[config.mk]
export PLATFORM = sky130hd
export DESIGN_NAME = axil_cmd_master
export DESIGN_NICKNAME = d
export VERILOG_FILES = /design/src/rtl/axil_cmd_master_pkg.sv /design/src/rtl/axil_cmd_master.sv
export SDC_FILE = /design/constraint.sdc
export NUM_CORES = 1
export LEC_CHECK = 0
export ABC_AREA = 1
export BUFFER_PORTS_ARGS = -buffer_cell sky130_fd_sc_hd__buf_2
export CAP_MARGIN = 20
export CORE_MARGIN = 5
export CORE_UTILIZATION = 40
export DETAILED_ROUTE_END_ITERATION = 10
export GPL_TIMING_DRIVEN = 0
export PLACE_DENSITY = 0.79
export SYNTH_ARGS = -nofsm -noshare
export SYNTH_HDL_FRONTEND = slang
export SYNTH_SLANG_ARGS = --single-unit
[constraint.sdc]
create_clock -name clk -period 1.78 [get_ports clk]
set_clock_uncertainty 0.1 [all_clocks]
set_input_delay 0.356 -clock clk [delete_from_list [all_inputs] [get_ports clk]]
set_output_delay 0.356 -clock clk [all_outputs]
set_load 0.03 [all_outputs]
[src/rtl/axil_cmd_master_pkg.sv]
// Shared AXI4-Lite widths, response codes and helpers for the command master.
package axil_cmd_master_pkg;

  localparam int C_AXI_ADDR_WIDTH   = 32;
  localparam int C_AXI_DATA_WIDTH   = 32;
  localparam int C_AXI_STROBE_WIDTH = C_AXI_DATA_WIDTH / 8;

  typedef logic [1:0] axi_resp_t;

  localparam axi_resp_t AXI_RESP_OKAY   = 2'b00;
  localparam axi_resp_t AXI_RESP_EXOKAY = 2'b01;
  localparam axi_resp_t AXI_RESP_SLVERR = 2'b10;
  localparam axi_resp_t AXI_RESP_DECERR = 2'b11;

  // Counter must be able to hold the terminal value itself, and stay >= 1 bit when disabled.
  function automatic int tmo_cnt_width(input int cycles);
    return $clog2(cycles + 2);
  endfunction

endpackage

[src/rtl/axil_cmd_master.sv]
// Single-outstanding AXI4-Lite master: turns read/write commands into bus transactions
// and returns each response on a registered valid/ready port.
module axil_cmd_master
  import axil_cmd_master_pkg::*;
#(
  parameter int TIMEOUT_CYCLES = 1024
) (
  input  logic                          clk,
  input  logic                          rst,

  input  logic                          cmd_valid,
  output logic                          cmd_ready,
  input  logic                          cmd_write,
  input  logic [C_AXI_ADDR_WIDTH-1:0]   cmd_addr,
  input  logic [C_AXI_DATA_WIDTH-1:0]   cmd_wdata,
  input  logic [C_AXI_STROBE_WIDTH-1:0] cmd_wstrb,

  output logic                          rsp_valid,
  input  logic                          rsp_ready,
  output logic                          rsp_write,
  output logic [C_AXI_DATA_WIDTH-1:0]   rsp_rdata,
  output logic [1:0]                    rsp_resp,

  output logic                          busy,
  output logic                          tmo,

  output logic [C_AXI_ADDR_WIDTH-1:0]   M_AXI_AWADDR,
  output logic [2:0]                    M_AXI_AWPROT,
  output logic                          M_AXI_AWVALID,
  input  logic                          M_AXI_AWREADY,
  output logic [C_AXI_DATA_WIDTH-1:0]   M_AXI_WDATA,
  output logic [C_AXI_STROBE_WIDTH-1:0] M_AXI_WSTRB,
  output logic                          M_AXI_WVALID,
  input  logic                          M_AXI_WREADY,
  input  logic [1:0]                    M_AXI_BRESP,
  input  logic                          M_AXI_BVALID,
  output logic                          M_AXI_BREADY,
  output logic [C_AXI_ADDR_WIDTH-1:0]   M_AXI_ARADDR,
  output logic [2:0]                    M_AXI_ARPROT,
  output logic                          M_AXI_ARVALID,
  input  logic                          M_AXI_ARREADY,
  input  logic [C_AXI_DATA_WIDTH-1:0]   M_AXI_RDATA,
  input  logic [1:0]                    M_AXI_RRESP,
  input  logic                          M_AXI_RVALID,
  output logic                          M_AXI_RREADY
);

  // state   | meaning
  // IDLE    | cmd_ready high, waiting for a command
  // WR_REQ  | AW and W offered independently until both have handshaken
  // WR_RESP | BREADY high, waiting for the write response
  // RD_REQ  | ARVALID held until ARREADY
  // RD_DATA | RREADY high, waiting for read data
  // RSP     | response held on rsp_* until rsp_ready
  localparam logic [2:0] S_IDLE    = 3'd0;
  localparam logic [2:0] S_WR_REQ  = 3'd1;
  localparam logic [2:0] S_WR_RESP = 3'd2;
  localparam logic [2:0] S_RD_REQ  = 3'd3;
  localparam logic [2:0] S_RD_DATA = 3'd4;
  localparam logic [2:0] S_RSP     = 3'd5;

  localparam int             CNT_W   = tmo_cnt_width(TIMEOUT_CYCLES);
  localparam logic [CNT_W-1:0] TMO_MAX = CNT_W'(TIMEOUT_CYCLES);
  localparam bit             TMO_EN  = (TIMEOUT_CYCLES != 0);

  logic [2:0]       state;
  logic             aw_done;
  logic             w_done;
  logic [CNT_W-1:0] tmo_cnt;
  logic [CNT_W-1:0] tmo_cnt_nxt;

  logic cmd_hs;
  logic aw_hs;
  logic w_hs;
  logic b_hs;
  logic ar_hs;
  logic r_hs;
  logic in_flight;
  logic enter_rsp;

  assign M_AXI_AWPROT = 3'b000;
  assign M_AXI_ARPROT = 3'b000;

  assign cmd_hs = cmd_valid & cmd_ready & (state == S_IDLE);
  assign aw_hs  = M_AXI_AWVALID & M_AXI_AWREADY;
  assign w_hs   = M_AXI_WVALID & M_AXI_WREADY;
  assign b_hs   = M_AXI_BVALID & M_AXI_BREADY;
  assign ar_hs  = M_AXI_ARVALID & M_AXI_ARREADY;
  assign r_hs   = M_AXI_RVALID & M_AXI_RREADY;

  assign in_flight = (state == S_WR_REQ) || (state == S_WR_RESP) ||
                     (state == S_RD_REQ) || (state == S_RD_DATA);
  assign enter_rsp = ((state == S_WR_RESP) && b_hs) || ((state == S_RD_DATA) && r_hs);

  assign tmo_cnt_nxt = (tmo_cnt == TMO_MAX) ? tmo_cnt : tmo_cnt + CNT_W'(1);

  always_ff @(posedge clk) begin
    if (rst) begin
      state         <= S_IDLE;
      cmd_ready     <= 1'b1;
      busy          <= 1'b0;
      aw_done       <= 1'b0;
      w_done        <= 1'b0;
      M_AXI_AWADDR  <= '0;
      M_AXI_AWVALID <= 1'b0;
      M_AXI_WDATA   <= '0;
      M_AXI_WSTRB   <= '0;
      M_AXI_WVALID  <= 1'b0;
      M_AXI_BREADY  <= 1'b0;
      M_AXI_ARADDR  <= '0;
      M_AXI_ARVALID <= 1'b0;
      M_AXI_RREADY  <= 1'b0;
      rsp_valid     <= 1'b0;
      rsp_write     <= 1'b0;
      rsp_rdata     <= '0;
      rsp_resp      <= AXI_RESP_OKAY;
    end else begin
      case (state)
        S_IDLE: begin
          if (cmd_hs) begin
            cmd_ready <= 1'b0;
            busy      <= 1'b1;
            if (cmd_write) begin
              state         <= S_WR_REQ;
              M_AXI_AWADDR  <= cmd_addr;
              M_AXI_WDATA   <= cmd_wdata;
              M_AXI_WSTRB   <= cmd_wstrb;
              M_AXI_AWVALID <= 1'b1;
              M_AXI_WVALID  <= 1'b1;
              aw_done       <= 1'b0;
              w_done        <= 1'b0;
            end else begin
              state         <= S_RD_REQ;
              M_AXI_ARADDR  <= cmd_addr;
              M_AXI_ARVALID <= 1'b1;
            end
          end
        end
        S_WR_REQ: begin
          if (aw_hs) begin
            M_AXI_AWVALID <= 1'b0;
            aw_done       <= 1'b1;
          end
          if (w_hs) begin
            M_AXI_WVALID <= 1'b0;
            w_done       <= 1'b1;
          end
          // Either channel may complete first; this cycle's handshakes count.
          if ((aw_done || aw_hs) && (w_done || w_hs)) begin
            state        <= S_WR_RESP;
            M_AXI_BREADY <= 1'b1;
          end
        end
        S_WR_RESP: begin
          if (b_hs) begin
            state        <= S_RSP;
            M_AXI_BREADY <= 1'b0;
            rsp_valid    <= 1'b1;
            rsp_write    <= 1'b1;
            rsp_rdata    <= '0;
            rsp_resp     <= M_AXI_BRESP;
          end
        end
        S_RD_REQ: begin
          if (ar_hs) begin
            state         <= S_RD_DATA;
            M_AXI_ARVALID <= 1'b0;
            M_AXI_RREADY  <= 1'b1;
          end
        end
        S_RD_DATA: begin
          if (r_hs) begin
            state        <= S_RSP;
            M_AXI_RREADY <= 1'b0;
            rsp_valid    <= 1'b1;
            rsp_write    <= 1'b0;
            rsp_rdata    <= M_AXI_RDATA;
            rsp_resp     <= M_AXI_RRESP;
          end
        end
        S_RSP: begin
          if (rsp_ready) begin
            state     <= S_IDLE;
            rsp_valid <= 1'b0;
            cmd_ready <= 1'b1;
            busy      <= 1'b0;
          end
        end
        default: begin
          state         <= S_IDLE;
          cmd_ready     <= 1'b1;
          busy          <= 1'b0;
          M_AXI_AWVALID <= 1'b0;
          M_AXI_WVALID  <= 1'b0;
          M_AXI_BREADY  <= 1'b0;
          M_AXI_ARVALID <= 1'b0;
          M_AXI_RREADY  <= 1'b0;
          rsp_valid     <= 1'b0;
        end
      endcase
    end
  end

  // Timeout is a flag only; the transaction keeps waiting on the slave.
  always_ff @(posedge clk) begin
    if (rst) begin
      tmo_cnt <= '0;
      tmo     <= 1'b0;
    end else if (cmd_hs) begin
      tmo_cnt <= '0;
      tmo     <= 1'b0;
    end else if (in_flight) begin
      tmo_cnt <= tmo_cnt_nxt;
      tmo     <= TMO_EN && (tmo_cnt_nxt == TMO_MAX) && !enter_rsp;
    end
  end

endmodule

==> reports/results.ini <==
[routing]
firstDrtPassIters = 5
detail_route.wirelength_um = 20100
m1WireLength_um = 8200
dr.first_iter.drc_count = 348
drc = 0
dr_wl_met3_um = 1400
ant_nets = 0
route.vias.total = 6660
avgRoutedWirePerCell_um = 14.8
viasPerCell = 4.91
wl_met2_um = 9900
topRoutingLayerUsed = met5

[timing]
post-route-period-util = 0.979
setup_viol = 0
grt_setup_unrepaired = true
timing.fmax_mhz = 574
drv_slew = 0
report.final.hold_viol_count = 0
period_needed_ns = 1.74

[floorplanning]
core_area_mm2 = 0.0153
pin_count = 264
fp.dieArea_mm2 = 0.0184
fp.dieH_um = 136
initial_core_util = 0.411
die_x_um = 136
count_of_standard_cell_rows = 45

[placed_design]
dp.cells = 1306
routabilityCongestion = 0.900
hpwlAfterDp_um = 14900
io_buffer_count = 256

[clock_tree]
tritoncts.num_buffers = 17
ctsRootBufferMaster = sky130_fd_sc_hd__clkbuf_16
tritoncts_num_sinks = 160
ctsLongestPathBuffers = 2
ctsHoldBuffers = 0
clock_tree.htree_level_count = 4
clock_tree_from_tritoncts = yes
worst_setup_hold_path_clk_slew_ns = 0.06
worst_skew_pair.late_latency_ns = 0.42

[power_and_ir_drop]
design_power_total_w = 0.0135
static-leakage-power_nw = 4.48
power.ir.vdd_worst_v = 0.00114
powerDensity_mw_per_mm2 = 1550

[synth]
async_reset_ff_frac = 0
ys_seq_area_frac = 0.508
post_synth_edffs = 0
avgSynthCellArea_um2 = 7.56
yosys.cell_types.count = 34
synth.most_common_cell = sky130_fd_sc_hd__nor2_1
netlist.top_cell.by_area = sky130_fd_sc_hd__dfxtp_1
yosys_register_bits = 160
synth_top_cell_area_share = 0.508
synthFlopType = sky130_fd_sc_hd__dfxtp_1
netlist_area_mm2 = 0.00630
synth.top_cells.by_count = 257 x sky130_fd_sc_hd__nor2_1, 160 x sky130_fd_sc_hd__dfxtp_1, 149 x sky130_fd_sc_hd__o21ai_0
syn_inst = 834
leading_cell_types_by_total_area_after_synthesis = sky130_fd_sc_hd__dfxtp_1 51%, sky130_fd_sc_hd__nor2_1 15%, sky130_fd_sc_hd__o21ai_0 12%
ys_warn_count = 0

[worst_setup_path]
worst_setup_path_start_kind = flip-flop
worstPathRequired_ns = 2.03
critPathKind = flip-flop to flip-flop
cp_data_arrival_time_ns = 2.00
cp-end-kind = flip-flop
r2r_cells = 9
critical_path_peak_fanout = 4

[worst_hold_path]
timing.hold.worst_path_depth = 3
timing.hold.worst.class = input pin to flip-flop

[grt]
antenna_found_initial = 3
grt_util_all_layers = 0.206
grt_pass1_wl_um = 30100
global_route.overflow_total = 0
first_global_vias = 6209
grt_max_degree = 17

[job]
timing.max_cap.violations = 0

[layout]
design.final.nets = 1249
nFillCells = 1403
instances_no_fill = 1356
layout-drive-gt1-share = 0.336
synthToLayoutAreaGrowth_pct = 38.6

[run_status]
run_status = completed

-- flip-flops by register name (all words and copies together), names as in the netlist --
signal	count
M_AXI_ARADDR	32
M_AXI_AWADDR	32
M_AXI_WDATA	32
rsp_rdata	32
tmo_cnt	11
M_AXI_WSTRB	4
state	3
rsp_resp	2
M_AXI_ARVALID	1
M_AXI_AWVALID	1
M_AXI_BREADY	1
M_AXI_RREADY	1
M_AXI_WVALID	1
aw_done	1
busy	1
cmd_ready	1
rsp_valid	1
rsp_write	1
tmo	1
w_done	1
-- layer usage --
metal | vias up | track usage
li1 | 3306 | -
met1 | 3073 | 0.240
met2 | 232 | 0.351
met3 | 47 | 0.0672
met4 | 2 | 0.0817
met5 | - | 0
-- final timing paths --
| path | start | endpoint | slack [ns] |
|---|---|---|---|
| worst max-delay path | tmo_cnt[1] | tmo | 0.04 |
| worst min register to register | rsp_valid | rsp_valid | 0.35 |
| worst max register to register | tmo_cnt[1] | tmo | 0.04 |
| worst min-delay path | cmd_wdata[7] | M_AXI_WDATA[7] | 0.05 |
-- kinds of logic (layout without fill, tap and decap cells) --
kind of cell               Yosys count  after routing  synth area share
xor gates and xnor gates             5              5           0.00695
buffers and inverters               89            392            0.0685
adders and majority gates            4              4           0.00794
DFF                                160            160             0.508
AOI/OAI and AO/OA                  215            215             0.175
and+or+nand+nor                    360            361             0.233
other                                1              8          0.000595
-- cells in the final DEF (no fill, tap or decap), types with 3 or more instances in the layout --
cell | synthesis | routed
sky130_fd_sc_hd__nand4_1 | 6 | 6
sky130_fd_sc_hd__nor2_4 | 2 | 4
sky130_fd_sc_hd__clkbuf_4 | 0 | 3
sky130_fd_sc_hd__o21ai_0 | 149 | 149
sky130_fd_sc_hd__o211ai_1 | 3 | 3
sky130_fd_sc_hd__nand2_4 | 2 | 3
sky130_fd_sc_hd__a21oi_2 | 1 | 3
sky130_fd_sc_hd__nor2_2 | 3 | 11
sky130_fd_sc_hd__clkinvlp_4 | 0 | 3
sky130_fd_sc_hd__inv_6 | 0 | 3
sky130_fd_sc_hd__clkbuf_1 | 22 | 13
sky130_fd_sc_hd__dfxtp_1 | 160 | 156
sky130_fd_sc_hd__nor3_1 | 6 | 5
sky130_fd_sc_hd__o21ai_1 | 5 | 5
sky130_fd_sc_hd__a31oi_1 | 3 | 3
sky130_fd_sc_hd__buf_2 | 13 | 263
sky130_fd_sc_hd__buf_1 | 4 | 3
sky130_fd_sc_hd__clkbuf_16 | 0 | 18
sky130_fd_sc_hd__inv_2 | 8 | 4
sky130_fd_sc_hd__clkinv_4 | 0 | 3
sky130_fd_sc_hd__ha_1 | 4 | 4
sky130_fd_sc_hd__clkbuf_2 | 0 | 7
sky130_fd_sc_hd__nor2_1 | 257 | 247
sky130_fd_sc_hd__conb_1 | 1 | 6
sky130_fd_sc_hd__nand2_1 | 58 | 56
sky130_fd_sc_hd__nand3_1 | 17 | 17
sky130_fd_sc_hd__buf_6 | 7 | 6
sky130_fd_sc_hd__inv_4 | 1 | 4
sky130_fd_sc_hd__nand2_2 | 4 | 6
sky130_fd_sc_hd__inv_1 | 27 | 27
sky130_fd_sc_hd__buf_4 | 7 | 29
sky130_fd_sc_hd__xor2_1 | 5 | 5
sky130_fd_sc_hd__a21oi_1 | 51 | 49
-- worst max-delay path, stage by stage (launching register included) --
cell and delay, ns:
sky130_fd_sc_hd__dfxtp_1 0.37, sky130_fd_sc_hd__ha_1 0.20, sky130_fd_sc_hd__nand2_1 0.10, sky130_fd_sc_hd__nor2_2 0.15
sky130_fd_sc_hd__nand2_1 0.10, sky130_fd_sc_hd__nor2_2 0.11, sky130_fd_sc_hd__xor2_1 0.20, sky130_fd_sc_hd__and2_1 0.16
sky130_fd_sc_hd__nand3_1 0.07, sky130_fd_sc_hd__a21oi_1 0.11
-- repair_timing --
item                                    4_1_cts  5_1_grt
endpoints found under the setup margin       71      114
pin swaps                                     1        7
resized for setup                             8       56
gates cloned                                  0        2
setup buffers                                 2       14
-- stage by stage --
step                      TNS, ns   util  cell area [um2]  setup slack [ns]  hold slack (ns)
after global routing       -0.793  0.570             8730            -0.131           0.0414
final                           0  0.570             8730            0.0370           0.0548
after CTS                       0  0.554             8480            0.0202           0.0394
after detailed placement   -20.07  0.514             7870            -0.328            0.336
after floorplan                 0      -             6320             0.171            0.350
after global placement     -19.00  0.514             7870            -0.303            0.335
-- where the power goes --
| group | internal [W] | switching [W] |
|---|---|---|
| Sequential | 0.00433 | 0.000524 |
| Combinational | 0.00163 | 0.00340 |
| Clock | 0.00215 | 0.00149 |
-- layout make-up --
cell class | count | area (um2) | area share
Antenna cell | 2 | 5.00 | 0.000573
Sequential cell | 160 | 3210 | 0.368
Clock inverter | 11 | 131 | 0.0150
Multi-Input combinational cell | 591 | 2760 | 0.316
Tap cell | 211 | 264 | 0.0302
Clock buffer | 20 | 457 | 0.0523
Inverter | 36 | 150 | 0.0172
Timing Repair Buffer | 273 | 1430 | 0.163
Buffer | 52 | 329 | 0.0377
No activity file was read; power rests on OpenSTA's default activity.
